==> src/rtl/csc_pkg.sv <==
// csc_pkg: shared constants and types for the colour-space-conversion controller.
// Optional feature macro used by this slice: CSC_BYPASS_EN.
package csc_pkg;

  localparam int CSC_NCOEF = 9;
  localparam int CSC_NBIAS = 3;

  localparam logic [3:0] CSC_ADDR_COEF00 = 4'd0;
  localparam logic [3:0] CSC_ADDR_COEF01 = 4'd1;
  localparam logic [3:0] CSC_ADDR_COEF02 = 4'd2;
  localparam logic [3:0] CSC_ADDR_COEF10 = 4'd3;
  localparam logic [3:0] CSC_ADDR_COEF11 = 4'd4;
  localparam logic [3:0] CSC_ADDR_COEF12 = 4'd5;
  localparam logic [3:0] CSC_ADDR_COEF20 = 4'd6;
  localparam logic [3:0] CSC_ADDR_COEF21 = 4'd7;
  localparam logic [3:0] CSC_ADDR_COEF22 = 4'd8;
  localparam logic [3:0] CSC_ADDR_BIAS0  = 4'd9;
  localparam logic [3:0] CSC_ADDR_BIAS1  = 4'd10;
  localparam logic [3:0] CSC_ADDR_BIAS2  = 4'd11;
  localparam logic [3:0] CSC_ADDR_BYPASS = 4'd12;

  typedef enum logic {
    CSC_IDLE,
    CSC_FRAME
  } csc_state_e;

endpackage

==> src/rtl/csc_cfg_bank.sv <==
// csc_cfg_bank: shadow/active coefficient and bias registers with load strobe.
// CSC_BYPASS_EN adds a bypass flag at address 12 forcing an identity matrix.
module csc_cfg_bank
  import csc_pkg::*;
#(
  parameter int CSC_WIDTH  = 8,
  parameter int BIAS_WIDTH = 8,
  parameter int CFG_WIDTH  = 8
) (
  input  logic                            clk,
  input  logic                            rstn,
  input  logic                            cfg_we,
  input  logic [3:0]                      cfg_addr,
  input  logic [CFG_WIDTH-1:0]            cfg_wdata,
  input  logic                            load,
  output logic [CSC_NCOEF*CSC_WIDTH-1:0]  coef,
  output logic [CSC_NBIAS*BIAS_WIDTH-1:0] bias
);

  logic [CSC_WIDTH-1:0]  coef_sh  [CSC_NCOEF];
  logic [CSC_WIDTH-1:0]  coef_act [CSC_NCOEF];
  logic [BIAS_WIDTH-1:0] bias_sh  [CSC_NBIAS];
  logic [BIAS_WIDTH-1:0] bias_act [CSC_NBIAS];
  logic [CSC_NCOEF-1:0]  coef_wen;
  logic [CSC_NBIAS-1:0]  bias_wen;
  logic                  byp;

  always_comb begin
    for (int i = 0; i < CSC_NCOEF; i++)
      coef_wen[i] = cfg_we
        & (cfg_addr == CSC_ADDR_COEF00 + 4'(i));
    for (int i = 0; i < CSC_NBIAS; i++)
      bias_wen[i] = cfg_we
        & (cfg_addr == CSC_ADDR_BIAS0 + 4'(i));
  end

  always_ff @(posedge clk or negedge rstn) begin
    if (!rstn) begin
      coef_sh <= '{default: '0};
      bias_sh <= '{default: '0};
    end else begin
      for (int i = 0; i < CSC_NCOEF; i++)
        if (coef_wen[i])
          coef_sh[i] <= cfg_wdata[CSC_WIDTH-1:0];
      for (int i = 0; i < CSC_NBIAS; i++)
        if (bias_wen[i])
          bias_sh[i] <= cfg_wdata[BIAS_WIDTH-1:0];
    end
  end

  always_ff @(posedge clk or negedge rstn) begin
    if (!rstn) begin
      coef_act <= '{default: '0};
      bias_act <= '{default: '0};
    end else if (load) begin
      coef_act <= coef_sh;
      bias_act <= bias_sh;
    end
  end

`ifdef CSC_BYPASS_EN
  logic byp_sh;
  logic byp_act;

  always_ff @(posedge clk or negedge rstn) begin
    if (!rstn) begin
      byp_sh  <= 1'b0;
      byp_act <= 1'b0;
    end else begin
      if (cfg_we && cfg_addr == CSC_ADDR_BYPASS)
        byp_sh <= cfg_wdata[0];
      if (load)
        byp_act <= byp_sh;
    end
  end

  assign byp = byp_act;
`else
  assign byp = 1'b0;
`endif

  // Bypass only masks the outputs; active values survive for un-bypass.
  always_comb begin
    for (int i = 0; i < CSC_NCOEF; i++) begin
      if (byp)
        coef[i*CSC_WIDTH +: CSC_WIDTH] =
          (i % 4 == 0) ? CSC_WIDTH'(1) : '0;
      else
        coef[i*CSC_WIDTH +: CSC_WIDTH] = coef_act[i];
    end
    for (int i = 0; i < CSC_NBIAS; i++)
      bias[i*BIAS_WIDTH +: BIAS_WIDTH] =
        byp ? '0 : bias_act[i];
  end

endmodule

==> src/rtl/csc_ctrl.sv <==
// csc_ctrl: frame sequencer, pixel handshake and coefficient commit control.
// CSC_BYPASS_EN enables the identity-bypass flag in the config bank.
module csc_ctrl
  import csc_pkg::*;
#(
  parameter int CSC_WIDTH  = 8,
  parameter int BIAS_WIDTH = 8,
  parameter int CFG_WIDTH  = 8,
  parameter int FCNT_WIDTH = 8
) (
  input  logic                  clk,
  input  logic                  rstn,
  input  logic                  i_cfg_we,
  input  logic [3:0]            i_cfg_addr,
  input  logic [CFG_WIDTH-1:0]  i_cfg_wdata,
  input  logic                  i_cfg_commit,
  output logic                  o_cfg_pending,
  input  logic                  i_valid,
  input  logic                  i_sof,
  input  logic                  i_eof,
  output logic                  o_ready,
  output logic                  o_en,
  output logic [CSC_WIDTH-1:0]  o_coef00,
  output logic [CSC_WIDTH-1:0]  o_coef01,
  output logic [CSC_WIDTH-1:0]  o_coef02,
  output logic [CSC_WIDTH-1:0]  o_coef10,
  output logic [CSC_WIDTH-1:0]  o_coef11,
  output logic [CSC_WIDTH-1:0]  o_coef12,
  output logic [CSC_WIDTH-1:0]  o_coef20,
  output logic [CSC_WIDTH-1:0]  o_coef21,
  output logic [CSC_WIDTH-1:0]  o_coef22,
  output logic [BIAS_WIDTH-1:0] o_bias0,
  output logic [BIAS_WIDTH-1:0] o_bias1,
  output logic [BIAS_WIDTH-1:0] o_bias2,
  output logic                  o_valid,
  input  logic                  i_ready,
  output logic [FCNT_WIDTH-1:0] o_frame_cnt,
  output logic                  o_err
);

  localparam int CW = CSC_WIDTH;
  localparam int BW = BIAS_WIDTH;

  csc_state_e            state_q, state_d;
  logic                  pend_q, pend_d;
  logic                  vld_q, vld_d;
  logic                  err_q;
  logic [FCNT_WIDTH-1:0] fcnt_q;
  logic                  accept;
  logic                  load;
  logic                  err_set;
  logic [CSC_NCOEF*CW-1:0] coef;
  logic [CSC_NBIAS*BW-1:0] bias;

  assign o_ready = !vld_q | i_ready;
  assign accept  = i_valid & o_ready;
  assign o_en    = accept;

  always_comb begin
    state_d = state_q;
    load    = 1'b0;
    err_set = 1'b0;
    unique case (state_q)
      CSC_IDLE: begin
        if (accept) begin
          err_set = !i_sof;
          if (i_sof & !i_eof)
            state_d = CSC_FRAME;
        end else begin
          load = i_cfg_commit | pend_q;
        end
      end
      CSC_FRAME: begin
        if (accept) begin
          err_set = i_sof;
          if (i_eof) begin
            state_d = CSC_IDLE;
            load    = i_cfg_commit | pend_q;
          end
        end
      end
      default: state_d = CSC_IDLE;
    endcase
  end

  assign pend_d = load ? 1'b0 : (pend_q | i_cfg_commit);

  always_comb begin
    unique case (1'b1)
      accept:                      vld_d = 1'b1;
      !accept & vld_q & i_ready:   vld_d = 1'b0;
      default:                     vld_d = vld_q;
    endcase
  end

  always_ff @(posedge clk or negedge rstn) begin
    if (!rstn) begin
      state_q <= CSC_IDLE;
      pend_q  <= 1'b0;
      vld_q   <= 1'b0;
      err_q   <= 1'b0;
      fcnt_q  <= '0;
    end else begin
      state_q <= state_d;
      pend_q  <= pend_d;
      vld_q   <= vld_d;
      if (err_set)
        err_q <= 1'b1;
      if (accept & i_eof)
        fcnt_q <= fcnt_q + FCNT_WIDTH'(1);
    end
  end

  csc_cfg_bank #(
    .CSC_WIDTH  (CSC_WIDTH),
    .BIAS_WIDTH (BIAS_WIDTH),
    .CFG_WIDTH  (CFG_WIDTH)
  ) u_bank (
    .clk       (clk),
    .rstn      (rstn),
    .cfg_we    (i_cfg_we),
    .cfg_addr  (i_cfg_addr),
    .cfg_wdata (i_cfg_wdata),
    .load      (load),
    .coef      (coef),
    .bias      (bias)
  );

  assign o_coef00 = coef[0*CW +: CW];
  assign o_coef01 = coef[1*CW +: CW];
  assign o_coef02 = coef[2*CW +: CW];
  assign o_coef10 = coef[3*CW +: CW];
  assign o_coef11 = coef[4*CW +: CW];
  assign o_coef12 = coef[5*CW +: CW];
  assign o_coef20 = coef[6*CW +: CW];
  assign o_coef21 = coef[7*CW +: CW];
  assign o_coef22 = coef[8*CW +: CW];
  assign o_bias0  = bias[0*BW +: BW];
  assign o_bias1  = bias[1*BW +: BW];
  assign o_bias2  = bias[2*BW +: BW];

  assign o_cfg_pending = pend_q;
  assign o_valid       = vld_q;
  assign o_frame_cnt   = fcnt_q;
  assign o_err         = err_q;

endmodule

==> config.mk <==
export PLATFORM = sky130hd
export DESIGN_NAME = csc_ctrl
export DESIGN_NICKNAME = d
export VERILOG_FILES = /design/src/rtl/csc_pkg.sv /design/src/rtl/csc_cfg_bank.sv /design/src/rtl/csc_ctrl.sv
export SDC_FILE = /design/constraint.sdc
export NUM_CORES = 1
export LEC_CHECK = 0
export BUFFER_PORTS_ARGS = -buffer_cell sky130_fd_sc_hd__buf_4
export CAP_MARGIN = 40
export CORE_ASPECT_RATIO = 0.6
export CORE_UTILIZATION = 30
export CTS_BUF_LIST = sky130_fd_sc_hd__clkbuf_2 sky130_fd_sc_hd__clkbuf_4 sky130_fd_sc_hd__clkbuf_8
export CTS_CLUSTER_SIZE = 40
export DETAILED_ROUTE_END_ITERATION = 6
export SYNTH_ARGS = -nofsm -noshare
export SYNTH_HDL_FRONTEND = slang
export SYNTH_HIERARCHICAL = 1
export SYNTH_SLANG_ARGS = --single-unit
export TNS_END_PERCENT = 20
==> constraint.sdc <==
create_clock -name clk -period 1.88 [get_ports clk]
set_input_delay 0.094 -clock clk [delete_from_list [all_inputs] [get_ports clk]]
set_output_delay 0.094 -clock clk [all_outputs]
set_load 0.005 [all_outputs]
==> summary by stage, run 1 <==
Final layout
The most common cell after layout, fill and taps aside is sky130_fd_sc_hd__dfrtp_1. In the layout the commonest cells are sky130_fd_sc_hd__dfrtp_1, sky130_fd_sc_hd__mux2_2, sky130_fd_sc_hd__buf_4. Excluding fillers, the count of instances in the completed layout stands at between 1k and 1.5k.

In the final layout, the share of cells above drive strength 1 is 61.3%. Once layout is done, the placed cells without fillers occupy roughly 0.010 sq mm. For this run, the share of the core covered by cells in the final layout is approximately two fifths.

For this run, the post-layout net count is 652. The area growth from synthesis to layout is 28.8%. The final antenna diode count is 0. The fill cell total of the finished layout is 2,394.

Timing
Summed over all failing endpoints, the final setup total negative slack is 0 ns. The highest clock rate is roughly 560 MHz. Setup repair after global routing left no endpoint under its margin. The period utilization is 95.6%. Hold timing on the final database bottoms out at a slack of roughly 0.035 ns. At the pin with the least slew margin, the transition time is slightly above 0.6 ns.

The number of slew-limit violations in the final report is 0. The clock skew after layout is around 0.022 ns. Setup violations remaining at the end of the flow were counted as 0. The final number of hold-violating endpoints was 0. The final critical-path required period is 1.80 ns. The worst relative slew slack is approximately three fifths.

Logic synthesis
The number of synthesized flops with an enable pin is 0. In the synthesized netlist the async set-or-reset flop fraction comes to 100%. The number of warnings issued by yosys is 6. The number of nets in the synthesized netlist is 490. Of the synthesized area, sequential elements account for roughly two thirds. In this run, synthesis produced a sequential element count of 204. The mapped netlist covers a little under 0.008 sq mm.

The main flop type after synthesis is sky130_fd_sc_hd__dfrtp_1. Synthesis produced a netlist whose cell count is between 400 and 500. Synthesis instantiated 32 different standard cells from the library.

Each instance of the synthesized netlist takes up on average about 17 sq um.

Clocking
The maximum buffer depth of the clock tree is 3. Counting the buffers created by CTS gives 31. At the later pin of the worst-skew pair, clock insertion delay measures roughly 0.57 ns.

The count of instances resized after the clock tree is built is 0. The cell at the root of the clock tree is sky130_fd_sc_hd__clkbuf_8. Clock-pin slew was measured on the worst setup and hold paths at around 0.070 ns.

The clock tree from TritonCTS is yes. The tree built by TritonCTS fans out to a little over 200 sinks. The deepest level of the CTS H-tree is 1.

Global routing
The largest net degree at the start of global routing is 57. The first global-routing pass estimated between 20,000 and 30,000 um of wire. The total overflow left after global routing is 0. The initial antenna violation count came to 1. The via count of the first global-routing pass was approximately 4.8k. Across every metal layer, demand over resource in global routing totals approximately 14%.

Worst setup path
The critical path's slowest cell is sky130_fd_sc_hd__dfrtp_1. The type of the setup path with the least slack is flop to flop. The biggest fanout along the worst timing path is 49.

STA classifies the critical path endpoint as a flop. Data on the critical path arrives at its endpoint at between 2 and 2.5 ns. The critical path buffer and inverter count is 1. The delay of the slowest critical-path stage is roughly 0.41 ns. The cell family contributing the most delay on the critical path is simple AND/OR/NAND/NOR gates.

Data on the critical path is required at its endpoint by 2.32 ns. The worst setup path is launched from a flop. The signal on the critical path passes through nand2b_4 > and3_4 > a21oi_2 > nor2_4 > buf_12 > mux2_2.

Flow run
The count of maximum capacitance violations is 0.

Hold path
The kind of path behind the tightest hold check is input pin to async pin.

Floorplanning
After floorplanning, the core was sized to cover 0.0255 sq mm. The total I/O pin count is roughly 130. The die is roughly 130 um tall.

The starting density of the core is 30.8%. The die covers between 0.02 and 0.03 sq mm. The die span in x is 211 um.

The floorplan has between 40 and 50 rows.

Detailed routing
The number of design rule violations left after detail routing is 0. The via count of the routed design is around 4.5k. The iteration count of the initial detailed-routing pass is 4. The final layout contains routed wiring with a total length of 18,500 um.

The final routed wire length divided by cell count is roughly 18 um. In the routed layout, each cell is associated on average with a via count of 4.44. The count of routing violations after the opening detailed-route iteration is 139.

Once detail routing completed, the nets flagged for antenna violations numbered 0.

Placed design
Including well taps, the total number of placed cells is a little over 900. The number of buffers inserted by port buffering is about 130. The post-placement cell area is slightly above 0.009 sq mm. The routability-driven placement congestion ratio is 0.738. The half-perimeter wire length after placement is 12,400 um.

Status
The flow ran to the end, and the final reports show no timing, DRC or antenna violations.

Power and ir drop
In this run the power density over the cells is about 1500 mW/mm^2. The worst supply voltage drop on vdd is a little over 0.6 mV. The leakage power total is about 0.0047 uW.
path summary, 6_finish.rpt:
| check | startpoint | endpoint | slack (ns) | cells past startpoint |
|---|---|---|---|---|
| worst max-delay path | o_valid$_DFFE_PN0P_ | u_bank/bias[9]$_DFFE_PN0P_ | 0.08 | 6 |
| worst min-delay path | rstn | u_bank/coef_sh[35]$_DFFE_PN0P_ | 0.04 | 2 |
| worst max register to register | o_valid$_DFFE_PN0P_ | u_bank/bias[9]$_DFFE_PN0P_ | 0.08 | 6 |
| worst min register to register | o_err$_DFFE_PN0P_ | o_err$_DFFE_PN0P_ | 0.46 | 1 |
| max in group asynchronous | rstn | u_bank/coef[51]$_DFFE_PN0P_ | 1.16 | 3 |
| min in group clk | i_ready | o_err$_DFFE_PN0P_ | 0.06 | 4 |
sequential cells by signal (all words and copies together), names as in the netlist:
signal          flops
state_q             1
o_cfg_pending       1
u_bank/bias_sh     24
u_bank/coef_sh     72
u_bank/coef        72
u_bank/bias        24
o_frame_cnt         8
o_err               1
o_valid             1
cells in the mapped netlist (2+ instances only):
master | instances | area (sq um)
sky130_fd_sc_hd__clkbuf_1 | 11 | 41.3
sky130_fd_sc_hd__nand3_1 | 2 | 10.0
sky130_fd_sc_hd__mux2_2 | 176 | 1980
sky130_fd_sc_hd__buf_6 | 3 | 33.8
sky130_fd_sc_hd__mux2_4 | 17 | 255
sky130_fd_sc_hd__nand2_1 | 3 | 11.3
sky130_fd_sc_hd__nand4_1 | 2 | 12.5
sky130_fd_sc_hd__a21oi_1 | 2 | 10.0
sky130_fd_sc_hd__and4_1 | 2 | 17.5
sky130_fd_sc_hd__nand3b_2 | 2 | 22.5
sky130_fd_sc_hd__dfrtp_1 | 204 | 5100
sky130_fd_sc_hd__xnor2_1 | 7 | 61.3
sky130_fd_sc_hd__nor2_2 | 6 | 37.5
sky130_fd_sc_hd__nand2b_1 | 2 | 12.5
sky130_fd_sc_hd__nor2_1 | 4 | 15.0
sky130_fd_sc_hd__buf_2 | 8 | 40.0
sky130_fd_sc_hd__nand3b_4 | 2 | 40.0
sky130_fd_sc_hd__or3_1 | 2 | 12.5
metrics by stage:
| stage | total power, uW | worst slack, ns |
|---|---|---|
| 2_1_floorplan | 8520 | -0.000536 |
| 3_3_place_gp | 10800 | 0.160 |
| 3_5_place_dp | 11000 | 0.112 |
| 4_1_cts | 15200 | 0.0787 |
| 5_1_grt | 15800 | 0.00498 |
| 6_report | 14900 | 0.0828 |
per-layer routing:
layer	routed length [um]	up-vias	track usage (%)
met5	0	-	0
met4	292	0	2.98
met3	1060	30	4.25
met2	8000	110	20.8
met1	9120	2334	20.5
li1	-	1981	-
power by group:
group	switching (uW)	leakage, uW	internal, uW
sequential	986	0.00251	5950
combinational	1330	0.00182	2630
clock	1700	0.000368	2310
layout make-up:
cell class / instances / area [sq um] / area share (%)
multi-input cells: 242 / 2630 / 26.0
repair buffers: 152 / 1250 / 12.3
flip-flops and latches: 204 / 5100 / 50.5
clock inverters: 7 / 85.1 / 0.842
clock buffers: 47 / 603 / 5.97
well taps: 352 / 440 / 4.36
cells by family after synthesis:
kind of cell,count (synthesis),synth area share [%]
AND/OR/NAND/NOR,36,3.51
adder cells (fa/ha/maj),1,0.159
XOR/XNOR,8,0.893
buffers and inverters,23,1.56
AO/OA/AOI/OAI,4,0.335
flip-flops,204,65.0
multiplexers,193,28.5
timing repair:
item,CTS,global route
buffers inserted,0,0
setup endpoints to repair,0,0
hold buffers,15,0
endpoints found under the hold margin,304,0
Power figures use the tool's default switching activity.
==> inputs of run 2 (changes only) <==
--- a/config.mk
+++ b/config.mk
@@ -7,2 +7,3 @@
 export LEC_CHECK = 0
+export ABC_AREA = 1
 export BUFFER_PORTS_ARGS = -buffer_cell sky130_fd_sc_hd__buf_4
--- a/constraint.sdc
+++ b/constraint.sdc
@@ -3,2 +3,2 @@
 set_output_delay 0.094 -clock clk [all_outputs]
-set_load 0.005 [all_outputs]
+set_load 0.02 [all_outputs]
==> summary by stage, run 2 <==
Timing
The final number of hold-violating endpoints is 0 (unchanged). The period utilization was 93.7% (-1.9 points). The total negative slack is 0 ns (unchanged). The worst relative slew slack was 58.0% (-0.93 points). The slew of the pin with the lowest slew margin is 0.630 ns (+0.0132 ns). Setup repair after global routing left no endpoint under its margin. The clock skew after layout is 0.0130 ns (-0.00931 ns). The final count of negative-setup-slack endpoints came to 0 (unchanged). The final critical-path required period is 1.76 ns (-0.0362 ns). The highest clock rate is 568 MHz (+2.1%).

The number of slew-limit violations in the final report is 0 (unchanged).

Worst setup path
The cell depth of the worst flop-to-flop path is 6 (unchanged). The slack of the worst reg-to-reg path was 0.12 ns (+0.04 ns). The endpoint identified for the worst register-to-register timing path is u_bank/coef[2]$_DFFE_PN0P_. The arrival time of the worst setup path was 2.14 ns (-0.09 ns). The endpoint required time on the critical path was 2.26 ns (-0.06 ns). The biggest fanout along the worst timing path is 44 (-10%). The type of the setup path with the least slack is flop to flop. STA classifies the critical path startpoint as a flop. The capture point of the worst path is u_bank/coef[2]$_DFFE_PN0P_.

The launching instance or port of the critical path is o_valid$_DFFE_PN0P_. The type of element capturing the critical path is a flop. In this run the critical register-to-register path is launched from o_valid$_DFFE_PN0P_.

Logic synthesis
The area share of the largest cell type after synthesis came to 62.6% (-2.5 points). Counting instances in the post-synthesis netlist gives the leading cell types as sky130_fd_sc_hd__nand2_1, sky130_fd_sc_hd__dfrtp_1, sky130_fd_sc_hd__mux2_2. Among all flip-flop cells after synthesis, the most frequent one is sky130_fd_sc_hd__dfrtp_1. The sequential element share of the synthesized area is 62.6% (-2.5 points). The mean instance size in the synthesized netlist was 10.4 sq um (-38%). The netlist area before placement came to 0.00816 sq mm (+3.9%). The number of nets produced by synthesis came to 807 (+65%). Ranked by total cell area, the synthesized netlist is headed by sky130_fd_sc_hd__dfrtp_1, sky130_fd_sc_hd__nand2_1, sky130_fd_sc_hd__mux2_2, sky130_fd_sc_hd__o21bai_1, sky130_fd_sc_hd__nand4_1.

The number of synthesized flops with an enable pin is 0 (unchanged). The synthesized design spends more area on one cell type than any other, namely sky130_fd_sc_hd__dfrtp_1. The fraction of registers with async set or reset after synthesis was 100% (unchanged).

The number of warnings issued by yosys is 6 (unchanged). The number of standard cells after synthesis came to 786 (+68%). The flip-flop and latch count after synthesis is 204 (unchanged). The distinct cell type count after synthesis was 25 (-22%).

The library cell with the highest instance count after synthesis is sky130_fd_sc_hd__nand2_1.

Floorplanning
The area of the die is 0.0279 sq mm (+3.9%). The number of rows created at floorplan was 46 (+2.2%). The starting density of the core was 30.7% (about the same). The die span in x is 215 um (+1.9%).

The die outline height was 130 um (+1.9%). The total I/O pin count was 129 (unchanged). The placeable core area was 0.0265 sq mm (+4.0%).

Final layout
The final cell area excluding filler cells is 0.0105 sq mm (+3.9%). The fill cell total of the finished layout is 2,652 (+11%). The library cells used most frequently in the layout, excluding fill and tap cells, are sky130_fd_sc_hd__nand2_1, sky130_fd_sc_hd__dfrtp_1, sky130_fd_sc_hd__buf_4. The area growth from synthesis to layout is 28.8% (about the same). The number of nets at the end of the flow is 970 (+49%).

The most common cell after layout, fill and taps aside is sky130_fd_sc_hd__nand2_1. The proportion of layout cells with a drive suffix above 1 is 29.6% (-32 points). The final antenna diode count is 0 (unchanged).

Global routing
The met1 usage in global routing is 23.2% (+2.6 points). The via count of the first global-routing pass is 5,931 (+23%). The remaining global-route overflow is 0 (unchanged). The global-route total usage across every layer was 15.6% (+1.4 points). The global-route wire length before repair came to 33,700 um (+17%). The met2 track demand over resource is 22.5% (+1.8 points). The met3 usage is 3.71% (-0.55 points). met1 is the most crowded layer.

The largest net degree at the start of global routing is 68 (+19%). The initial antenna violation count is 0 (-1).

Clocking
The post-CTS repair timing setup buffer count is 0 (unchanged). The clock edge transition at the registers on the reported setup and hold paths is 0.06 ns (about the same). The cell at the root of the clock tree is sky130_fd_sc_hd__clkbuf_8. The clock tree from TritonCTS is yes. The total clock buffers created by CTS is 34 (+9.7%). The deepest level of the CTS H-tree is 2 (+1).

The maximum buffer depth of the clock tree is 3 (unchanged). The worst-skew pair later-pin latency came to 0.51 ns (-0.06 ns). The TritonCTS sink count is 204 (unchanged).

Hold path
The min-delay analysis places its worst path in the category input pin to flop.

Placed design
The number of buffers inserted by port buffering is 128 (unchanged). The routability-driven placement congestion ratio is 0.757 (+2.5%). The half-perimeter wire length after placement is 13,700 um (+11%). The post-placement cell area is 0.00961 sq mm (+3.6%).

Detailed routing
The number of design rule violations left after detail routing is 0 (unchanged). The aggregate routed wire length was 20,900 um (+13%). The iteration count of the initial detailed-routing pass is 4 (unchanged). The number of vias per cell after detailed routing is 4.41 (-0.55%). The count of antenna-violating nets left after detailed routing is 0 (unchanged).

The via count of the routed design came to 5,869 (+32%). The count of routing violations after the opening detailed-route iteration is 450 (+220%). The final routed wire length divided by cell count is 15.7 um (-14%).

Power and ir drop
The total power divided by cell area is 1460 mW/mm^2 (-1.0%). The worst supply voltage drop on vdd was 0.780 mV (+27%). The leakage power total is 0.00524 uW (+12%).

Status
The run finished with clean final reports.

Flow run
The count of maximum capacitance violations was 0 (unchanged).
-- run 2: changes by cell type after synthesis, sizes merged, moves of 3 or more --
cell / delta
o21ai: +5
nand2: +251
nand2b: -3
xnor2: -5
nand4: +30
inv: +47
nand3: +11
nor2: +45
o21bai: +32
a21oi: +32
mux2: -129
buf: +12
-- run 2: timing repair --
action,in CTS,in global routing
gates resized for setup,0,2
hold endpoints to repair,304,0
endpoints found under the setup margin,0,12
hold buffers,18,0
-- run 2: stage by stage --
stage | power, uW | hold slack (ns) | util [%] | cells | worst slack [ns]
floorplan | 9120 | -0.202 | - | 786 | 0.0108
global placement | 11300 | 0.0168 | 36.2 | 1255 | 0.144
detailed placement | 11400 | 0.0181 | 36.2 | 1255 | 0.0538
CTS | 15600 | 0.00168 | 39.6 | 1330 | 0.0447
global route | 16300 | 0.0290 | 39.6 | 1330 | 0.0111
finish | 15300 | 0.0431 | 39.6 | 1330 | 0.119
-- run 2: cells by family (layout without fill, tap and decap cells) --
| family | after synthesis | after routing | synth area share (%) |
|---|---|---|---|
| buffers and inverters | 84 | 268 | 4.26 |
| DFF | 204 | 204 | 62.6 |
| muxes | 64 | 64 | 8.83 |
| and+or+nand+nor | 357 | 357 | 18.3 |
| xor gates and xnor gates | 3 | 3 | 0.322 |
| AOI/OAI and AO/OA | 73 | 73 | 5.60 |
| adders and majority gates | 1 | 1 | 0.153 |
-- run 2: power by group --
part	internal [uW]	switching [uW]	leakage (uW)
logic	2140	2580	0.00235
clock network	2320	1730	0.000379
registers	5730	819	0.00251
total	10200	5130	0.00524
-- run 2: final cells by class --
type | count | area (sq um) | share of cell area, %
clock inverters | 3 | 15.0 | 0.143
inverters | 47 | 176 | 1.68
well taps | 360 | 450 | 4.29
clock buffers | 54 | 693 | 6.60
flip-flops and latches | 204 | 5100 | 48.6
multi-input cells | 498 | 2710 | 25.8
repair buffers | 164 | 1350 | 12.9
-- run 2: metal layers --
layer  vias to the layer above  share of wire (%)
met5                         -                  0
met1                      2837                 50
met4                         0                1.2
met3                        25                6.4
li1                       2866                  -
met2                       141                 42
-- run 2: how the worst min path moves through the flow --
stage                     slack, ns  depth (start not counted)          start                        endpoint
after floorplan               -0.20                          0           rstn         o_cfg_pending$_DFF_PN0_
after global placement         0.02                          1           rstn     u_bank/coef[11]$_DFFE_PN0P_
after detailed placement       0.02                          1           rstn     u_bank/coef[11]$_DFFE_PN0P_
after CTS                     0.002                          5  i_cfg_addr[0]  u_bank/coef_sh[52]$_DFFE_PN0P_
after global routing           0.03                          2           rstn      u_bank/bias[3]$_DFFE_PN0P_
final                          0.04                          5  i_cfg_addr[0]  u_bank/coef_sh[52]$_DFFE_PN0P_
-- run 2: worst max-delay path, stage by stage, from the launching register on --
cell	delay (ns)
sky130_fd_sc_hd__dfrtp_1	0.43
sky130_fd_sc_hd__a21oi_2	0.11
sky130_fd_sc_hd__nand2_2	0.08
sky130_fd_sc_hd__o21ai_0	0.14
sky130_fd_sc_hd__nor2_4	0.18
sky130_fd_sc_hd__buf_12	0.26
sky130_fd_sc_hd__mux2_2	0.38
==> inputs of run 3 (changes only) <==
- SYNTH_HIERARCHICAL: 1 -> unset
==> summary by stage, run 3 <==
Logic synthesis
The flip-flop and latch count after synthesis was 204 (unchanged). The sequential element share of the synthesized area was 63.7% (+1.1 points). The netlist area before placement is 0.00802 sq mm (-1.7%). The most used flip-flop cell after synthesis is sky130_fd_sc_hd__dfrtp_1. Ranked by total cell area, the synthesized netlist is headed by sky130_fd_sc_hd__dfrtp_1, sky130_fd_sc_hd__nand3_1, sky130_fd_sc_hd__nand2_1, sky130_fd_sc_hd__o21ai_1, sky130_fd_sc_hd__o21ai_0.

The mean instance size in the synthesized netlist is 9.45 sq um (-8.9%). The fraction of registers with async set or reset after synthesis came to 100% (unchanged). The number of nets produced by synthesis is 869 (+7.7%). The number of synthesized flops with an enable pin is 0 (unchanged). The number of warnings issued by yosys is 0 (-6). The commonest cells after synthesis are sky130_fd_sc_hd__nand2_1, sky130_fd_sc_hd__dfrtp_1, sky130_fd_sc_hd__nand3_1. The distinct cell type count after synthesis was 24 (-4.0%). In the post-synthesis netlist, the cell with the most instances is sky130_fd_sc_hd__nand2_1.

The area share of the largest cell type after synthesis is 63.7% (+1.1 points). The number of standard cells after synthesis is 848 (+7.9%). The largest area contributor in the synthesized netlist is sky130_fd_sc_hd__dfrtp_1.

Timing
The number of slew-limit violations in the final report is 0 (unchanged). The final number of hold-violating endpoints came to 0 (unchanged). The slew of the pin with the lowest slew margin came to 0.757 ns (+0.127 ns).

The clock skew after layout is 0.0116 ns (-0.00143 ns). The final critical-path required period is 1.63 ns (-0.130 ns). The worst relative slew slack is 49.5% (-8.5 points). The total negative slack came to 0 ns (unchanged). The period utilization is 86.8% (-6.9 points). The highest clock rate is 613 MHz (+8.0%). Setup repair after global routing left no endpoint under its margin. The final count of negative-setup-slack endpoints was 0 (unchanged).

Final layout
Leaving out fill and tap cells, the most frequent cell in the layout is sky130_fd_sc_hd__nand2_1. The top cell types in the final layout, fill and taps aside, are sky130_fd_sc_hd__nand2_1, sky130_fd_sc_hd__dfrtp_1, sky130_fd_sc_hd__nand3_1. The final cell area excluding filler cells is 0.0102 sq mm (-2.5%). The final antenna diode count is 0 (unchanged).

The fill cell total of the finished layout is 2,627 (-0.94%). The area growth from synthesis to layout is 27.7%. The proportion of layout cells with a drive suffix above 1 is 20.7% (-8.9 points). The number of nets at the end of the flow is 1,010 (+4.1%).

Detailed routing
The via count of the routed design is 6,362 (+8.4%). The aggregate routed wire length is 22,800 um (+8.7%). The number of design rule violations left after detail routing is 0 (unchanged). The count of routing violations after the opening detailed-route iteration is 459 (+2.0%).

The final routed wire length divided by cell count was 16.7 um (+6.3%). The count of antenna-violating nets left after detailed routing is 0 (unchanged). The number of vias per cell after detailed routing is 4.68 (+6.0%). The iteration count of the initial detailed-routing pass is 5 (+1).

Clocking
The post-CTS repair timing setup buffer count is 0 (unchanged). TritonCTS built the clock tree. The TritonCTS sink count was 204 (unchanged). The clock edge transition at the registers on the reported setup and hold paths is 0.06 ns (about the same). The count of instances resized after the clock tree is built came to 0 (unchanged). The cell at the root of the clock tree is sky130_fd_sc_hd__clkbuf_8.

The deepest level of the CTS H-tree is 1 (-1). The maximum buffer depth of the clock tree is 3 (unchanged). The total clock buffers created by CTS came to 31 (-8.8%). The worst-skew pair later-pin latency is 0.57 ns (+0.06 ns).

Floorplanning
The starting density of the core came to 31.2% (+0.41 points). The die outline height is 129 um (-0.85%). The total I/O pin count is 129 (unchanged). The area of the die is 0.0274 sq mm (-1.7%). The number of rows created at floorplan is 45 (-2.2%). The die span in x is 213 um (-0.85%).

The placeable core area is 0.0257 sq mm (-3.0%).

Global routing
The met3 usage is 3.39% (-0.31 points). The remaining global-route overflow came to 0 (unchanged). The largest net degree at the start of global routing came to 97 (+43%). The via count of the first global-routing pass came to 6,294 (+6.1%). The global-route total usage across every layer is 17.1% (+1.5 points). The global-route wire length before repair came to 36,700 um (+8.7%).

The initial antenna violation count came to 0 (unchanged). The met2 track demand over resource came to 25.3% (+2.8 points). The peak-usage layer in the global routing report is met1.

The met1 usage in global routing is 25.9% (+2.8 points).

Worst setup path
STA classifies the critical path endpoint as a flop. On the critical path the largest part of the delay comes from simple AND/OR/NAND/NOR gates. The endpoint required time on the critical path came to 2.38 ns (+0.12 ns).

The worst flop-to-flop path startpoint is o_cfg_pending$_DFF_PN0_. The critical path buffer and inverter count is 2 (+1). In this run the worst setup path begins at o_cfg_pending$_DFF_PN0_.

On the critical path, the stage with the largest delay is an instance of sky130_fd_sc_hd__dfrtp_1. The arrival time of the worst setup path is 2.13 ns (about the same). The type of the setup path with the least slack is flop to flop.

Traced cell by cell, the critical path runs through nor2_1 > inv_1 > nand3_4 > buf_4 > nand3_1 > nand2_1. The biggest fanout along the worst timing path came to 36 (-18%). The worst setup path is launched from a flop. The delay of the slowest critical-path stage is 0.39 ns (-0.04 ns).

Placed design
The half-perimeter wire length after placement was 14,100 um (+2.5%). The routability-driven placement congestion ratio is 0.783 (+3.4%). The number of buffers inserted by port buffering was 128 (unchanged). The post-placement cell area is 0.00940 sq mm (-2.2%).

Power and ir drop
The switching portion of total power is 35.2% (+1.7 points). The sequential fraction of design power is 44.4% (+1.7 points). The total power divided by cell area came to 1430 mW/mm^2 (-2.2%). The leakage power total came to 0.00524 uW (about the same).

The part of the total power dissipated in combinational logic is 30.8% (about the same). The internal power component is 9470 uW (-7.1%). The net switching power is 5130 uW (about the same).

The worst supply voltage drop on vdd is 0.656 mV (-16%). The clock power share is 24.9% (-1.6 points).

Hold path
The kind of path behind the tightest hold check is input pin to flop. The worst hold path startpoint is i_cfg_we.

Status
The run finished with clean final reports.

Flow run
The count of maximum capacitance violations was 0 (unchanged).
run 3: power by group through the flow:
stage	Clock [uW]	Combinational, uW	Sequential [uW]
floorplan	0	1490	7350
global placement	0	4400	6540
detailed placement	0	4480	6540
CTS	3760	4570	6480
global route	3940	4950	6630
finish	3630	4490	6480
run 3: tightest hold or removal path, cell delays in order:
cell and delay, ns:
sky130_fd_sc_hd__buf_4 0.13, sky130_fd_sc_hd__nand3_1 0.08, sky130_fd_sc_hd__buf_4 0.20, sky130_fd_sc_hd__o21ai_1 0.07
run 3: timing repair:
action	in CTS	in global routing
hold endpoints to repair	229	0
hold buffers	23	0
endpoints found under the setup margin	0	0
run 3: final cells by class:
| cell class | count | area (sq um) | share of cell area [%] |
|---|---|---|---|
| flip-flops and latches | 204 | 5100 | 49.9 |
| multi-input cells | 563 | 2590 | 25.3 |
| repair buffers | 167 | 1420 | 13.8 |
| clock buffers | 48 | 586 | 5.72 |
| well taps | 352 | 440 | 4.30 |
| inverters | 22 | 82.6 | 0.807 |
| clock inverters | 4 | 20.0 | 0.196 |
run 3: final timing paths:
path / end / slack (ns) / cells after the start
min in group asynchronous: u_bank.coef[38]$_DFFE_PN0P_ / 0.08 / 2
max reg2reg: u_bank.coef[8]$_DFFE_PN0P_ / 0.25 / 6
max in group asynchronous: u_bank.bias[9]$_DFFE_PN0P_ / 1.13 / 3
max: u_bank.coef[8]$_DFFE_PN0P_ / 0.25 / 6
min reg2reg: o_err$_DFFE_PN0P_ / 0.48 / 1
min: u_bank.coef_sh[61]$_DFFE_PN0P_ / 0.06 / 4
run 3: logic make-up after synthesis:
kind of cell	synth area share, %
AO/OA/AOI/OAI	6.51
flip-flops	63.7
XOR/XNOR	0.437
AND/OR/NAND/NOR	24.8
adder cells (fa/ha/maj)	0.156
buffers and inverters	4.39
run 3: per-stage QoR:
step                setup WS [ns]  util (%)  cells  total power (uW)  hold WS, ns
floorplan                   0.329         -    848              8830       -0.202
global placement            0.264      36.5   1285             10900        0.123
detailed placement          0.277      36.5   1285             11000        0.121
CTS                         0.249      39.8   1360             14800       0.0200
global route               0.0953      39.8   1360             15500       0.0528
finish                      0.249      39.8   1360             14600       0.0633
run 3: metal layers:
| metal | wire length, um | vias up |
|---|---|---|
| met5 | 0 | - |
| met4 | 286 | 0 |
| met3 | 1120 | 29 |
| met2 | 9760 | 137 |
| met1 | 11600 | 3093 |
| li1 | - | 3103 |
